$ cat src/rtl/uart_tx_mmio.sv
// Memory-mapped UART transmitter: a byte FIFO fed by core stores, drained by an 8N1 serialiser.
// Data register at pBaseAddr (write-only push), status register at pBaseAddr+4.
module uart_tx_mmio #(
  parameter logic [31:0] pBaseAddr = 32'h0000_1000,
  parameter int unsigned pClkDiv   = 32'd16,
  parameter int unsigned pDepth    = 8
) (
  input  logic        iwClk,
  input  logic        iwRst,
  input  logic [31:0] iwWriteAddr,
  input  logic [31:0] iwWriteData,
  input  logic [3:0]  iwWstrb,
  input  logic [31:0] iwReadAddr,
  output logic [31:0] owReadData,
  output logic        owReadHit,
  output logic        owTx
);

  localparam int unsigned PtrW   = $clog2(pDepth);
  localparam int unsigned CountW = PtrW + 1;
  localparam int unsigned CntW   = $clog2(pClkDiv);

  localparam logic [31:0]       StatusAddr = pBaseAddr + 32'd4;
  localparam logic [CntW-1:0]   BitLast    = CntW'(pClkDiv - 1);
  localparam logic [CntW-1:0]   CntOne     = CntW'(1);
  localparam logic [PtrW-1:0]   PtrOne     = PtrW'(1);
  localparam logic [CountW-1:0] CountOne   = CountW'(1);
  localparam logic [CountW-1:0] CountFull  = CountW'(pDepth);

  localparam logic [1:0] StIdle  = 2'd0;
  localparam logic [1:0] StStart = 2'd1;
  localparam logic [1:0] StData  = 2'd2;
  localparam logic [1:0] StStop  = 2'd3;

  logic [1:0]        state_q, state_d;
  logic [CntW-1:0]   cnt_q, cnt_d;
  logic [2:0]        bit_q, bit_d;
  logic [7:0]        shift_q, shift_d;
  logic              tx_q, tx_d;

  logic [7:0]        mem_q [pDepth];
  logic [PtrW-1:0]   wr_ptr_q, wr_ptr_d;
  logic [PtrW-1:0]   rd_ptr_q, rd_ptr_d;
  logic [CountW-1:0] count_q, count_d;
  logic              ovf_q, ovf_d;

  logic [31:0]       rdata_q, rdata_d;
  logic              rhit_q, rhit_d;

  logic              push, push_ok, pop, ovf_clr;
  logic              full, empty, busy, cnt_last;
  logic [7:0]        head;
  logic [31:0]       status;

  assign full     = (count_q == CountFull);
  assign empty    = (count_q == '0);
  assign busy     = (state_q != StIdle);
  assign head     = mem_q[rd_ptr_q];
  assign cnt_last = (cnt_q == BitLast);
  assign status   = {16'h0, 8'(count_q), 4'h0, ovf_q, busy, empty, full};

  assign push    = !iwRst && (iwWriteAddr == pBaseAddr) && iwWstrb[0];
  assign ovf_clr = !iwRst && (iwWriteAddr == StatusAddr) && iwWstrb[0] && iwWriteData[3];
  // A full FIFO still accepts a byte when the serialiser frees a slot on the same edge.
  assign push_ok = push && (!full || pop);

  // Serialiser sequencing; pop is only ever raised while the FIFO holds data.
  always_comb begin
    state_d = state_q;
    cnt_d   = cnt_q;
    bit_d   = bit_q;
    shift_d = shift_q;
    pop     = 1'b0;
    unique case (state_q)
      StIdle: begin
        if (!empty) begin
          pop     = 1'b1;
          shift_d = head;
          cnt_d   = '0;
          bit_d   = '0;
          state_d = StStart;
        end
      end
      StStart: begin
        if (cnt_last) begin
          cnt_d   = '0;
          state_d = StData;
        end else begin
          cnt_d = cnt_q + CntOne;
        end
      end
      StData: begin
        if (cnt_last) begin
          cnt_d   = '0;
          shift_d = {1'b0, shift_q[7:1]};
          bit_d   = bit_q + 3'd1;
          if (bit_q == 3'd7) state_d = StStop;
        end else begin
          cnt_d = cnt_q + CntOne;
        end
      end
      StStop: begin
        if (cnt_last) begin
          cnt_d = '0;
          bit_d = '0;
          if (!empty) begin
            pop     = 1'b1;
            shift_d = head;
            state_d = StStart;
          end else begin
            state_d = StIdle;
          end
        end else begin
          cnt_d = cnt_q + CntOne;
        end
      end
      default: state_d = StIdle;
    endcase
  end

  always_comb begin
    unique case (state_q)
      StStart: tx_d = 1'b0;
      StData:  tx_d = shift_q[0];
      default: tx_d = 1'b1;
    endcase
  end

  always_comb begin
    wr_ptr_d = push_ok ? wr_ptr_q + PtrOne : wr_ptr_q;
    rd_ptr_d = pop ? rd_ptr_q + PtrOne : rd_ptr_q;
    count_d  = count_q;
    if (push_ok && !pop) count_d = count_q + CountOne;
    if (!push_ok && pop) count_d = count_q - CountOne;
    ovf_d = ovf_q;
    if (push && full && !pop) ovf_d = 1'b1;
    if (ovf_clr) ovf_d = 1'b0;
  end

  always_comb begin
    rdata_d = '0;
    rhit_d  = 1'b0;
    if (iwReadAddr == pBaseAddr) begin
      rhit_d = 1'b1;
    end else if (iwReadAddr == StatusAddr) begin
      rhit_d  = 1'b1;
      rdata_d = status;
    end
  end

  always_ff @(posedge iwClk) begin
    if (iwRst) begin
      state_q  <= StIdle;
      cnt_q    <= '0;
      bit_q    <= '0;
      shift_q  <= '0;
      tx_q     <= 1'b1;
      wr_ptr_q <= '0;
      rd_ptr_q <= '0;
      count_q  <= '0;
      ovf_q    <= 1'b0;
      rdata_q  <= '0;
      rhit_q   <= 1'b0;
    end else begin
      state_q  <= state_d;
      cnt_q    <= cnt_d;
      bit_q    <= bit_d;
      shift_q  <= shift_d;
      tx_q     <= tx_d;
      wr_ptr_q <= wr_ptr_d;
      rd_ptr_q <= rd_ptr_d;
      count_q  <= count_d;
      ovf_q    <= ovf_d;
      rdata_q  <= rdata_d;
      rhit_q   <= rhit_d;
    end
  end

  // Storage needs no reset: the pointers and count define what is valid.
  always_ff @(posedge iwClk) begin
    if (push_ok) mem_q[wr_ptr_q] <= iwWriteData[7:0];
  end

  assign owTx       = tx_q;
  assign owReadData = rdata_q;
  assign owReadHit  = rhit_q;

endmodule

$ cat config.mk
export PLATFORM = sky130hd
export DESIGN_NAME = uart_tx_mmio
export DESIGN_NICKNAME = d
export VERILOG_FILES = /design/src/rtl/uart_tx_mmio.sv
export SDC_FILE = /design/constraint.sdc
export NUM_CORES = 1
export LEC_CHECK = 0
export ABC_AREA = 1
export BUFFER_PORTS_ARGS = -buffer_cell sky130_fd_sc_hd__buf_4
export CAP_MARGIN = 20
export CORE_MARGIN = 2
export CORE_UTILIZATION = 56
export DETAILED_ROUTE_END_ITERATION = 10
export PLACE_DENSITY = 0.85
export SYNTH_ARGS = -nofsm -noshare
export SYNTH_HDL_FRONTEND = slang
export SYNTH_SLANG_ARGS = --single-unit
$ cat constraint.sdc
create_clock -name iwClk -period 5.8 [get_ports iwClk]
set_input_delay 0.29 -clock iwClk [delete_from_list [all_inputs] [get_ports iwClk]]
set_output_delay 0.29 -clock iwClk [all_outputs]
set_load 0.01 [all_outputs]
==> results of run 1 <==
-- routing by layer --
layer / wire length [microns] / share of wire
met5: 0 / 0
met4: 247 / 0.023
met3: 700 / 0.064
met2: 5700 / 0.52
met1: 4290 / 0.39
-- registers in the layout (all words and copies together), names as in the netlist, named ones only --
register	flops
wr_ptr_q	3
owTx	1
state_q	2
ovf_q	1
owReadHit	1
shift_q	8
rd_ptr_q	3
owReadData	8
mem_q	64
bit_q	3
count_q	4
cnt_q	4
-- power breakdown --
group / total [mW] / internal [mW] / leakage, nW / switching [mW]
clock: 0.554 / 0.291 / 0.121 / 0.262
combinational: 0.763 / 0.257 / 1.32 / 0.507
sequential: 0.901 / 0.849 / 0.908 / 0.0514
-- worst register-to-register path: stages (launching register included) --
cell and delay, ns:
dfxtp_1 0.44, inv_1 0.12, ha_1 0.23, inv_1 0.10, o21ai_2 0.08, nand2_4 0.11
inv_6 0.06, o21ai_2 0.12, inv_1 0.11, ha_1 0.33, nand2_1 0.07, nor2_1 0.04
a211oi_1 0.21, o21ai_0 0.12, nand2_1 0.10, nand3_1 0.07, nand2_1 0.06, nor2_1 0.04
-- final cells by class --
type | instances | area (sq um) | share of cell area
Multi-Input combinational cell | 328 | 1700 | 0.295
Inverter | 61 | 234 | 0.0407
Tap cell | 105 | 131 | 0.0228
Clock inverter | 7 | 124 | 0.0215
Clock buffer | 9 | 124 | 0.0215
Sequential cell | 105 | 2740 | 0.477
Timing Repair Buffer | 93 | 698 | 0.121
-- how the worst min path moves through the flow --
stage / cells after the start / endpoint / startpoint / slack [ns]
2_1_floorplan: 0 / mem_q[0][0]$_DFFE_PP_ / iwWriteData[0] / 0.39
6_report: 1 / mem_q[4][1]$_DFFE_PP_ / iwWriteData[1] / 0.14
3_3_place_gp: 2 / owReadData[3]$_SDFF_PP0_ / ovf_q$_SDFFE_PP0P_ / 0.43
4_1_cts: 1 / mem_q[4][1]$_DFFE_PP_ / iwWriteData[1] / 0.14
5_1_grt: 1 / mem_q[3][1]$_DFFE_PP_ / iwWriteData[1] / 0.14
3_5_place_dp: 2 / owReadData[3]$_SDFF_PP0_ / ovf_q$_SDFFE_PP0P_ / 0.43
-- layout by cell type, fill, tap and decap left out, types with 2 or more instances in the layout --
cell | synthesis | layout
nand3_1 | 16 | 16
clkbuf_8 | 0 | 9
conb_1 | 1 | 24
ha_1 | 13 | 13
o22ai_1 | 13 | 13
buf_4 | 24 | 93
and3_1 | 2 | 2
dfxtp_1 | 41 | 41
nand2_1 | 55 | 55
inv_6 | 1 | 4
inv_2 | 4 | 4
nor2_2 | 2 | 2
nor2_1 | 75 | 75
nor3_1 | 12 | 12
o211ai_1 | 7 | 7
nor4_1 | 6 | 6
o21ai_2 | 3 | 3
a21oi_1 | 26 | 26
inv_1 | 56 | 56
nand2_2 | 3 | 3
a211oi_1 | 3 | 3
or2_2 | 2 | 2
nand4_1 | 5 | 5
edfxtp_1 | 64 | 64
o221ai_1 | 6 | 6
bufinv_16 | 0 | 3
nor2_4 | 2 | 2
o21ai_0 | 43 | 43
-- stage by stage --
stage / utilization / std cells / setup slack (ns) / cell area (sq um)
CTS: 0.693 / 708 / 3.30 / 5750
detailed placement: 0.663 / 692 / 3.32 / 5500
finish: 0.693 / 708 / 3.29 / 5750
global route: 0.693 / 708 / 3.01 / 5750
floorplan: - / 532 / 3.36 / 4920
global placement: 0.663 / 692 / 3.33 / 5500
-- cell families (layout without fill, tap and decap cells) --
| group | count (synthesis) | in the layout | synth area share |
|---|---|---|---|
| buffers and inverters | 99 | 170 | 0.0987 |
| DFF | 105 | 105 | 0.568 |
| and+or+nand+nor | 186 | 186 | 0.170 |
| adders and majority gates | 14 | 14 | 0.0378 |
| AOI/OAI and AO/OA | 103 | 103 | 0.123 |
| other | 1 | 24 | 0.000776 |
| xor gates and xnor gates | 1 | 1 | 0.00181 |
==> run summary, run 1 <==
Total chip power - 2.22 mW
Vias in the first global route - 3846
Post-layout min period - 2.51 ns
WP depth - 17
Worst setup SP type - flip-flop
DRT Pass-1 Iters - 4
R2r setup slk - 3.29 ns
Max stage delay on crit path - 0.44 ns
Via count - 3879
Initial antenna violation count - 0
Post-synth top cells - nor2_1 (75), edfxtp_1 (64), inv_1 (56)
Port bufs - 84
R2R depth - 17
Post-synth ARST share - 0
Area growth from synthesis to layout - 19.1%
Met3 usage - 0.0499
Diode count - 0
Total CTS buffers - 9
Total of max-cap violations - 0
Vias per inst - 5.48
Die Span Y - 96.9 microns
Lkg Pwr - 2.35 nW
DRC viols - 0
Main synth FF type - edfxtp_1
Row cnt - 33
Post-DP HPWL - 7350 microns
CP max stage cell - dfxtp_1
Setup crit end - count_q[3]$_SDFFE_PP0P_
Nets - 714
Maximum vdd drop - 175 uV
Biggest area consumer among synthesized cells - edfxtp_1
Worst Max-Slew Pin Slew - 0.935 ns
# Post-CTS Setup Buffers - 0
Cts hold-fix bufs - 0
First-pass GRT wire length - 17600 microns
Met1 GRT Util - 0.283
Final setup fails - 0
Min-delay worst type - in2reg
Critical Path End Type - flip-flop
Power per Cell Area - 386 nW/um^2
Die W - 96.9 microns
Core area - 8300 sq um
Worst Clk Skew - 0.0124 ns
Crit path from - state_q[0]$_SDFFE_PP0P_
YS warnings - 0
RePlAce Congestion - 0.808
WP data arrival - 2.77 ns
Yosys top cell area share - 0.398
Clock slew at reported path FFs - 0.10 ns
Worst relative slew slack - 0.376
Gr busiest metal - met2
Iteration-0 DRC count of the detailed router - 261
Global route overflow - 0
Root buf cell - clkbuf_8
GR Util met2 - 0.409
Die area - 9380 sq um
Worst R2R End - count_q[3]$_SDFFE_PP0P_
Final hold slack - 0.142 ns
Top post-synthesis cells by area - edfxtp_1 (40%), dfxtp_1 (17%), nor2_1 (5.8%)
Fillers - 594
Max Freq - 399 MHz
Max FO, Critical Path - 8
Outcome - complete, no violations
Skew-Pair Late Insertion Delay - 0.38 ns
CP Cell Sequence - inv_1 -> ha_1 -> inv_1 -> o21ai_2 -> nand2_4 -> inv_6 -> o21ai_2 -> inv_1 -> ha_1 -> nand2_1 -> nor2_1 -> a211oi_1 -> o21ai_0 -> nand2_1 -> nand3_1 -> nand2_1 -> nor2_1
Post_cts resized - 0
Fin. max-slew vios - 0
GRT Total Usage - 0.234
CP required - 6.07 ns
Sequential element share of the synthesized area - 0.568
Initial core utilization - 0.582
CTS tree - built
Post-synth EDFFs - 64
Unrepaired setup endpoints after global routing - no
Total I/O pin count - 136
Delay-heaviest family, CP - adder cells
Post-Syn Area - 4830 sq um
Final TNS setup - 0 ns
Synth Instances - 509
WP buf/inv - 4
Share of cells above drive strength 1 - 0.212
Reg2reg start - state_q[0]$_SDFFE_PP0P_
Most frequent cell after synthesis - nor2_1
Total wire length - 10900 microns
Largest net degree at the start of global routing - 34
Crit path kind - reg2reg
Wirelength per Cell - 15.4 microns
Post-synth cell types - 39
Syn_area_per_cell - 9.49 sq um
Post-route ant nets - 0
Final hold violation count - 0
Crit share post-route - 0.432
Htree depth - 3
Post-synthesis register bit count - 105
TritonCTS Sinks - 105
Clock tree buffer depth - 2
Power figures use the tool's default switching activity.
==> run 2, diff against run 1 <==
--- a/config.mk
+++ b/config.mk
@@ -9,9 +9,9 @@
 export BUFFER_PORTS_ARGS = -buffer_cell sky130_fd_sc_hd__buf_4
 export CAP_MARGIN = 20
 export CORE_MARGIN = 2
-export CORE_UTILIZATION = 56
+export CORE_UTILIZATION = 52
 export DETAILED_ROUTE_END_ITERATION = 10
-export PLACE_DENSITY = 0.85
+export PLACE_DENSITY = 0.8
 export SYNTH_ARGS = -nofsm -noshare
 export SYNTH_HDL_FRONTEND = slang
 export SYNTH_SLANG_ARGS = --single-unit
==> constraint.sdc (replaced) <==
create_clock -name iwClk -period 2.4 [get_ports iwClk]
set_input_delay 0.12 -clock iwClk [delete_from_list [all_inputs] [get_ports iwClk]]
set_output_delay 0.12 -clock iwClk [all_outputs]
set_load 0.01 [all_outputs]
==> run 2 against run 1 <==
Against the previous run:
- die area grew 7.4%
- first-iteration DRC count down 13%
- highest routed layer unchanged
- global-route usage fell by 2.4 points
- combinational power rose to 2.5 times the previous value
- sequential share of layout area down 0.87 points
- total power up 130%
- core utilization shrank 4.8 points
- non-clock buffer count is 14 higher
- largest power group unchanged
- critical path type unchanged
==> run summary, run 2 (synthesis gave the netlist of run 1 again) <==
R2r setup slk - 0.16 ns (-3.14 ns)
Min-Delay Path Depth - 1 (unchanged)
Diode count - 0 (unchanged)
Final setup fails - 0 (unchanged)
Iteration-0 DRC count of the detailed router - 228 (-13%)
Fin. max-slew vios - 0 (unchanged)
Largest register by flop count - mem_q
TritonCTS Sinks - 105 (unchanged)
Power per Cell Area - 868 nW/um^2 (+130%)
Worst Hold End - mem_q[3][3]$_DFFE_PP_
CTS tree - built
Worst setup SP type - flip-flop
RePlAce Congestion - 0.836 (+3.5%)
Total CTS buffers - 9 (unchanged)
Worst relative slew slack - 0.629 (+0.253)
Largest net degree at the start of global routing - 33 (-2.9%)
DRT Pass-1 Iters - 5 (+1)
GRT Total Usage - 0.210 (-0.0239)
Final TNS setup - 0 ns (unchanged)
Commonest non-fill, non-tap cell in the layout - buf_4
Clock tree buffer depth - 2 (unchanged)
Die W - 100 microns (+3.6%)
Htree depth - 3 (unchanged)
Post-route cell area - 5880 sq um (+2.2%)
Post-layout min period - 2.24 ns (-0.264 ns)
Total I/O pin count - 136 (unchanged)
Maximum vdd drop - 485 uV (+180%)
Max FO, Critical Path - 8 (unchanged)
Die area - 10100 sq um (+7.4%)
Share of cells above drive strength 1 - 0.233 (+0.0211)
Global route overflow - 0 (unchanged)
Die Span Y - 100 microns (+3.6%)
Most frequent cells in the layout - buf_4 (100), nor2_1 (75), edfxtp_1 (64)
Reg2reg start - state_q[1]$_SDFFE_PP0P_
Total chip power - 5.10 mW (+130%)
Clock slew at reported path FFs - 0.10 ns (about the same)
Core area - 9110 sq um (+9.8%)
Lkg Pwr - 2.37 nW (+0.98%)
Wirelength per Cell - 13.8 microns (-11%)
Row cnt - 35 (+6.1%)
Crit path kind - reg2reg
HP Start - iwWriteData[3]
Final Worst Setup Slack - 0.158 ns (-3.14 ns)
Outcome - complete, no violations
Root buf cell - clkbuf_8
Total wire length - 10000 microns (-8.2%)
Worst Max-Slew Pin Slew - 0.556 ns (-0.379 ns)
WP data arrival - 2.51 ns (-0.26 ns)
CP required - 2.67 ns (-3.40 ns)
Crit share post-route - 0.934 (+0.502)
Nets - 728 (+2.0%)
Final hold violation count - 0 (unchanged)
Worst R2R End - count_q[3]$_SDFFE_PP0P_
Max Freq - 446 MHz (+12%)
R2R depth - 17 (unchanged)
Min-delay worst type - in2reg
Initial antenna violation count - 0 (unchanged)
Via count - 3814 (-1.7%)
First-pass GRT wire length - 16600 microns (-5.9%)
Final hold slack - 0.0194 ns (-0.122 ns)
Max FFs per register - 64 (unchanged)
Post-route ant nets - 0 (unchanged)
Skew-Pair Late Insertion Delay - 0.37 ns (about the same)
Total of max-cap violations - 0 (unchanged)
Initial core utilization - 0.530 (-0.0517)
Dpl cell area - 5560 sq um (+1.1%)
Vias per inst - 5.24 (-4.4%)
Area growth from synthesis to layout - 21.7%
Critical Path End Type - flip-flop
Vias in the first global route - 3708 (-3.6%)
DRC viols - 0 (unchanged)
Worst Clk Skew - 0.0107 ns (-0.00168 ns)
Port bufs - 84 (unchanged)
Place WS - -0.0361 ns (-3.35 ns)
Post-DP HPWL - 7010 microns (-4.6%)
## run 2: cell count changes in the layout (fill, tap and decap cells not counted), moves of 2 or more
cell,delta
inv_1,-2
dlygate4sd3_1,+7
ha_4,+3
ha_1,-4
buf_4,+7
dfxtp_4,+2
inv_2,+2
dfxtp_1,-3
bufinv_16,-3
## run 2: through the flow
stage	utilization	std cells
6_report	0.645	728
3_5_place_dp	0.611	705
2_1_floorplan	-	532
3_3_place_gp	0.611	705
4_1_cts	0.638	728
5_1_grt	0.645	728
## run 2: worst max path at each step
stage,start,to,depth (start not counted)
6_report,state_q[1]$_SDFFE_PP0P_,count_q[3]$_SDFFE_PP0P_,17
5_1_grt,state_q[1]$_SDFFE_PP0P_,count_q[3]$_SDFFE_PP0P_,17
4_1_cts,state_q[0]$_SDFFE_PP0P_,count_q[3]$_SDFFE_PP0P_,16
3_5_place_dp,state_q[0]$_SDFFE_PP0P_,count_q[3]$_SDFFE_PP0P_,16
3_3_place_gp,state_q[0]$_SDFFE_PP0P_,count_q[3]$_SDFFE_PP0P_,16
2_1_floorplan,state_q[0]$_SDFFE_PP0P_,mem_q[0][0]$_DFFE_PP_,10
## run 2: critical path: stages (launching register included)
cell      delay [ns]
dfxtp_1         0.37
inv_1           0.09
ha_4            0.16
inv_1           0.12
o21ai_4         0.09
nand2_4         0.11
inv_6           0.05
o21ai_2         0.07
inv_2           0.07
ha_1            0.26
nand2_1         0.08
nor2_1          0.05
a211oi_2        0.23
o21ai_1         0.10
nand2_1         0.10
nand3_1         0.07
nand2_1         0.07
nor2_1          0.04
## run 2: cell type report
cell class	count	area [sq um]
inverters	61	234
flip-flops and latches	105	2750
multi-input cells	328	1750
fillers	689	3230
well taps	111	139
clock buffers	10	128
clock inverters	6	48.8
repair buffers	107	821
## run 2: layer usage
metal	GRT usage	up-vias	part of all wire
met5	0	-	0
met4	0.0896	0	0.024
met3	0.0306	21	0.074
met2	0.359	184	0.50
met1	0.267	1724	0.40
li1	-	1885	-
## run 2: where the power goes
part	leakage [nW]	total (mW)	internal (mW)	switching, mW
combinational	1.37	1.94	0.707	1.23
clock	0.0872	1.00	0.393	0.609
sequential	0.910	2.16	2.06	0.0981
total	2.37	5.10	3.16	1.94
## run 2: what timing repair did
item	in CTS	in global routing
resized for setup	1	15
endpoints found under the setup margin	1	9
buffers inserted	0	0
pin swaps	0	2
endpoints found under the hold margin	56	0
hold buffers	7	0
==> run 3, diff against run 2 <==
--- a/config.mk
+++ b/config.mk
@@ -12,6 +12,7 @@
 export CORE_UTILIZATION = 52
 export DETAILED_ROUTE_END_ITERATION = 10
 export PLACE_DENSITY = 0.8
+export RECOVER_POWER = 25
 export SYNTH_ARGS = -nofsm -noshare
 export SYNTH_HDL_FRONTEND = slang
 export SYNTH_SLANG_ARGS = --single-unit
==> constraint.sdc (replaced) <==
create_clock -name iwClk -period 2.4 [get_ports iwClk]
set_input_delay 0.72 -clock iwClk [delete_from_list [all_inputs] [get_ports iwClk]]
set_output_delay 0.72 -clock iwClk [all_outputs]
set_load 0.01 [all_outputs]
==> run 3 against run 2 <==
Against the previous run:
- count of clock-buffer cells in the layout did not move
- non-clock buffer count rose by 3
- routed wire length rose by 6.8%
- core utilization rose by 0.19 points
- fmax rose by 0.30%
- register-to-register slack barely moved
- sequential share of layout area fell by 0.18 points
- global-route usage rose by 0.77 points
- flip-flop and latch count did not move
- sequential power barely moved
- via count rose by 4.0%
- combinational power rose by 5%
- critical path type unchanged
- highest routed layer unchanged
==> run summary, run 3 (synthesis gave the netlist of run 1 again) <==
Commonest non-fill, non-tap cell in the layout - buf_4
Most frequent cells in the layout - buf_4 (104), nor2_1 (73), edfxtp_1 (64)
Reg2reg start - cnt_q[0]$_SDFFE_PP0P_
Share of cells above drive strength 1 - 0.248 (+0.0150)
Via count - 3966 (+4.0%)
Pint - 3.19 mW (+0.88%)
Final Non-Filler Cells - 731 (+0.41%)
Min-Delay Path Depth - 2 (+1)
Global route overflow - 0 (unchanged)
CP required - 2.48 ns (-0.19 ns)
Total of max-cap violations - 0 (unchanged)
R2r setup slk - 0.17 ns (about the same)
Outcome - complete, no violations
Initial antenna violation count - 0 (unchanged)
DRC viols - 0 (unchanged)
WP data arrival - 2.32 ns (-0.19 ns)
Largest register by flop count - mem_q
Wirelength per Cell - 14.7 microns (+6.4%)
Max Freq - 447 MHz (+0.30%)
CTS tree - built
Nets - 731 (+0.41%)
Clock tree buffer depth - 2 (unchanged)
Diode count - 0 (unchanged)
Worst relative slew slack - 0.596 (-0.0324)
Area of the multi-input gates - 1790 sq um (+1.9%)
Power per Cell Area - 883 nW/um^2 (+1.7%)
DRT Pass-1 Iters - 5 (unchanged)
Total CTS buffers - 9 (unchanged)
Crit share post-route - 0.931 (-0.00281)
First-pass GRT wire length - 17200 microns (+3.9%)
Port bufs - 84 (unchanged)
Fin. max-slew vios - 0 (unchanged)
Max FFs per register - 64 (unchanged)
R2R depth - 11 (-6)
Vias per inst - 5.43 (+3.6%)
Place WS - -0.274 ns (-0.238 ns)
Lkg Pwr - 2.37 nW (about the same)
Switching Power - 2.02 mW (+3.8%)
TritonCTS Sinks - 105 (unchanged)
Min-delay worst type - reg2reg
Root buf cell - clkbuf_8
Reg area - 2750 sq um (about the same)
Largest net degree at the start of global routing - 33 (unchanged)
Cts hold-fix bufs - 0 (-7)
Net Sw Frac - 0.387 (+0.00678)
Worst Hold End - owReadData[3]$_SDFF_PP0_
Htree depth - 3 (unchanged)
HP Start - ovf_q$_SDFFE_PP0P_
Total I/O pin count - 136 (unchanged)
Critical Path End Type - flip-flop
Post-DP HPWL - 7740 microns (+10%)
Cells after DPL - 714 (+1.3%)
Worst Clk Skew - 0.0158 ns (+0.00515 ns)
Initial core utilization - 0.530 (unchanged)
Final Worst Setup Slack - 0.165 ns (+0.00674 ns)
Vias in the first global route - 3799 (+2.5%)
Worst R2R End - mem_q[0][2]$_DFFE_PP_
Clock slew at reported path FFs - 0.10 ns (about the same)
Comb pwr share - 0.391 (+0.010)
Core area - 9110 sq um (unchanged)
Total wire length - 10700 microns (+6.8%)
Total chip power - 5.20 mW (+2.0%)
Skew-Pair Late Insertion Delay - 0.37 ns (about the same)
Fillers - 701 (+1.7%)
Part of the power in registers - 0.415 (-0.008)
Maximum vdd drop - 383 uV (-21%)
Final hold slack - 0.444 ns (+0.425 ns)
RePlAce Congestion - 0.830 (-0.73%)
Final setup fails - 0 (unchanged)
Worst setup SP type - flip-flop
Post-layout min period - 2.23 ns (-0.00674 ns)
Clock power frac - 0.194 (-0.003)
Die area - 10100 sq um (unchanged)
GRT Total Usage - 0.218 (+0.00766)
Iteration-0 DRC count of the detailed router - 246 (+7.9%)
Row cnt - 35 (unchanged)
Post-route ant nets - 0 (unchanged)
Max FO, Critical Path - 8 (unchanged)
Final hold violation count - 0 (unchanged)
Die Span Y - 100 microns (unchanged)
Die W - 100 microns (unchanged)
Area growth from synthesis to layout - 22.0%
Worst Max-Slew Pin Slew - 0.604 ns (+0.0486 ns)
Crit path kind - reg2reg
[run 3: cell types whose count changed in the layout (fill, tap and decap cells not counted), sizes merged]
cell         delta
clkinv          +1
inv             -1
dlygate4sd3     -7
buf             +4
clkbuf          +6
[run 3: metal layers]
metal	share of wire	global-route usage
met1	0.40	0.274
met2	0.52	0.382
met3	0.061	0.0258
met4	0.023	0.0875
met5	0	0
[run 3: area by class of cell]
class,instances,area share
multi-input cells,328,0.303
clock buffers,10,0.0217
inverters,61,0.0406
clock inverters,6,0.00828
well taps,111,0.0236
repair buffers,110,0.136
flip-flops and latches,105,0.466
[run 3: how the worst max path moves through the flow]
stage                           from                       to  cells after the start
2_1_floorplan                  iwRst    mem_q[0][0]$_DFFE_PP_                      9
3_3_place_gp         iwWriteAddr[31]  count_q[3]$_SDFFE_PP0P_                     16
3_5_place_dp         iwWriteAddr[17]  count_q[3]$_SDFFE_PP0P_                     16
4_1_cts        cnt_q[0]$_SDFFE_PP0P_  count_q[3]$_SDFFE_PP0P_                     16
5_1_grt        cnt_q[0]$_SDFFE_PP0P_  count_q[3]$_SDFFE_PP0P_                     16
6_report       cnt_q[0]$_SDFFE_PP0P_    mem_q[0][2]$_DFFE_PP_                     11
[run 3: worst max-delay path, stage by stage, from the launching register on]
cell and delay, ns:
dfxtp_2 0.35, ha_2 0.22, nand3_4 0.10, o21ai_4 0.19, nand2_4 0.10, inv_8 0.09, nor2_2 0.05, inv_2 0.06
nand2_2 0.06, or2_4 0.24, nor3_1 0.24, buf_4 0.24
[run 3: power by group through the flow]
stage          clock, mW  combinational (mW)  sequential [mW]
2_1_floorplan          0                1.40             2.18
3_3_place_gp           0                1.84             2.18
3_5_place_dp           0                1.96             2.19
4_1_cts             1.01                1.98             2.15
5_1_grt             1.08                2.28             2.18
6_report            1.01                2.03             2.16
[run 3: stage by stage]
step            util  area (sq um)  setup TNS, ns
2_1_floorplan      -          4970         -10.05
3_3_place_gp   0.624          5680          -3.52
3_5_place_dp   0.624          5680          -5.07
4_1_cts        0.643          5860              0
5_1_grt        0.647          5890       -0.00440
6_report       0.647          5890              0
[run 3: repair_timing]
item | in CTS | in global routing
pin swaps | 0 | 3
resized for setup | 1 | 11
setup endpoints to repair | 7 | 20
buffers inserted | 0 | 1
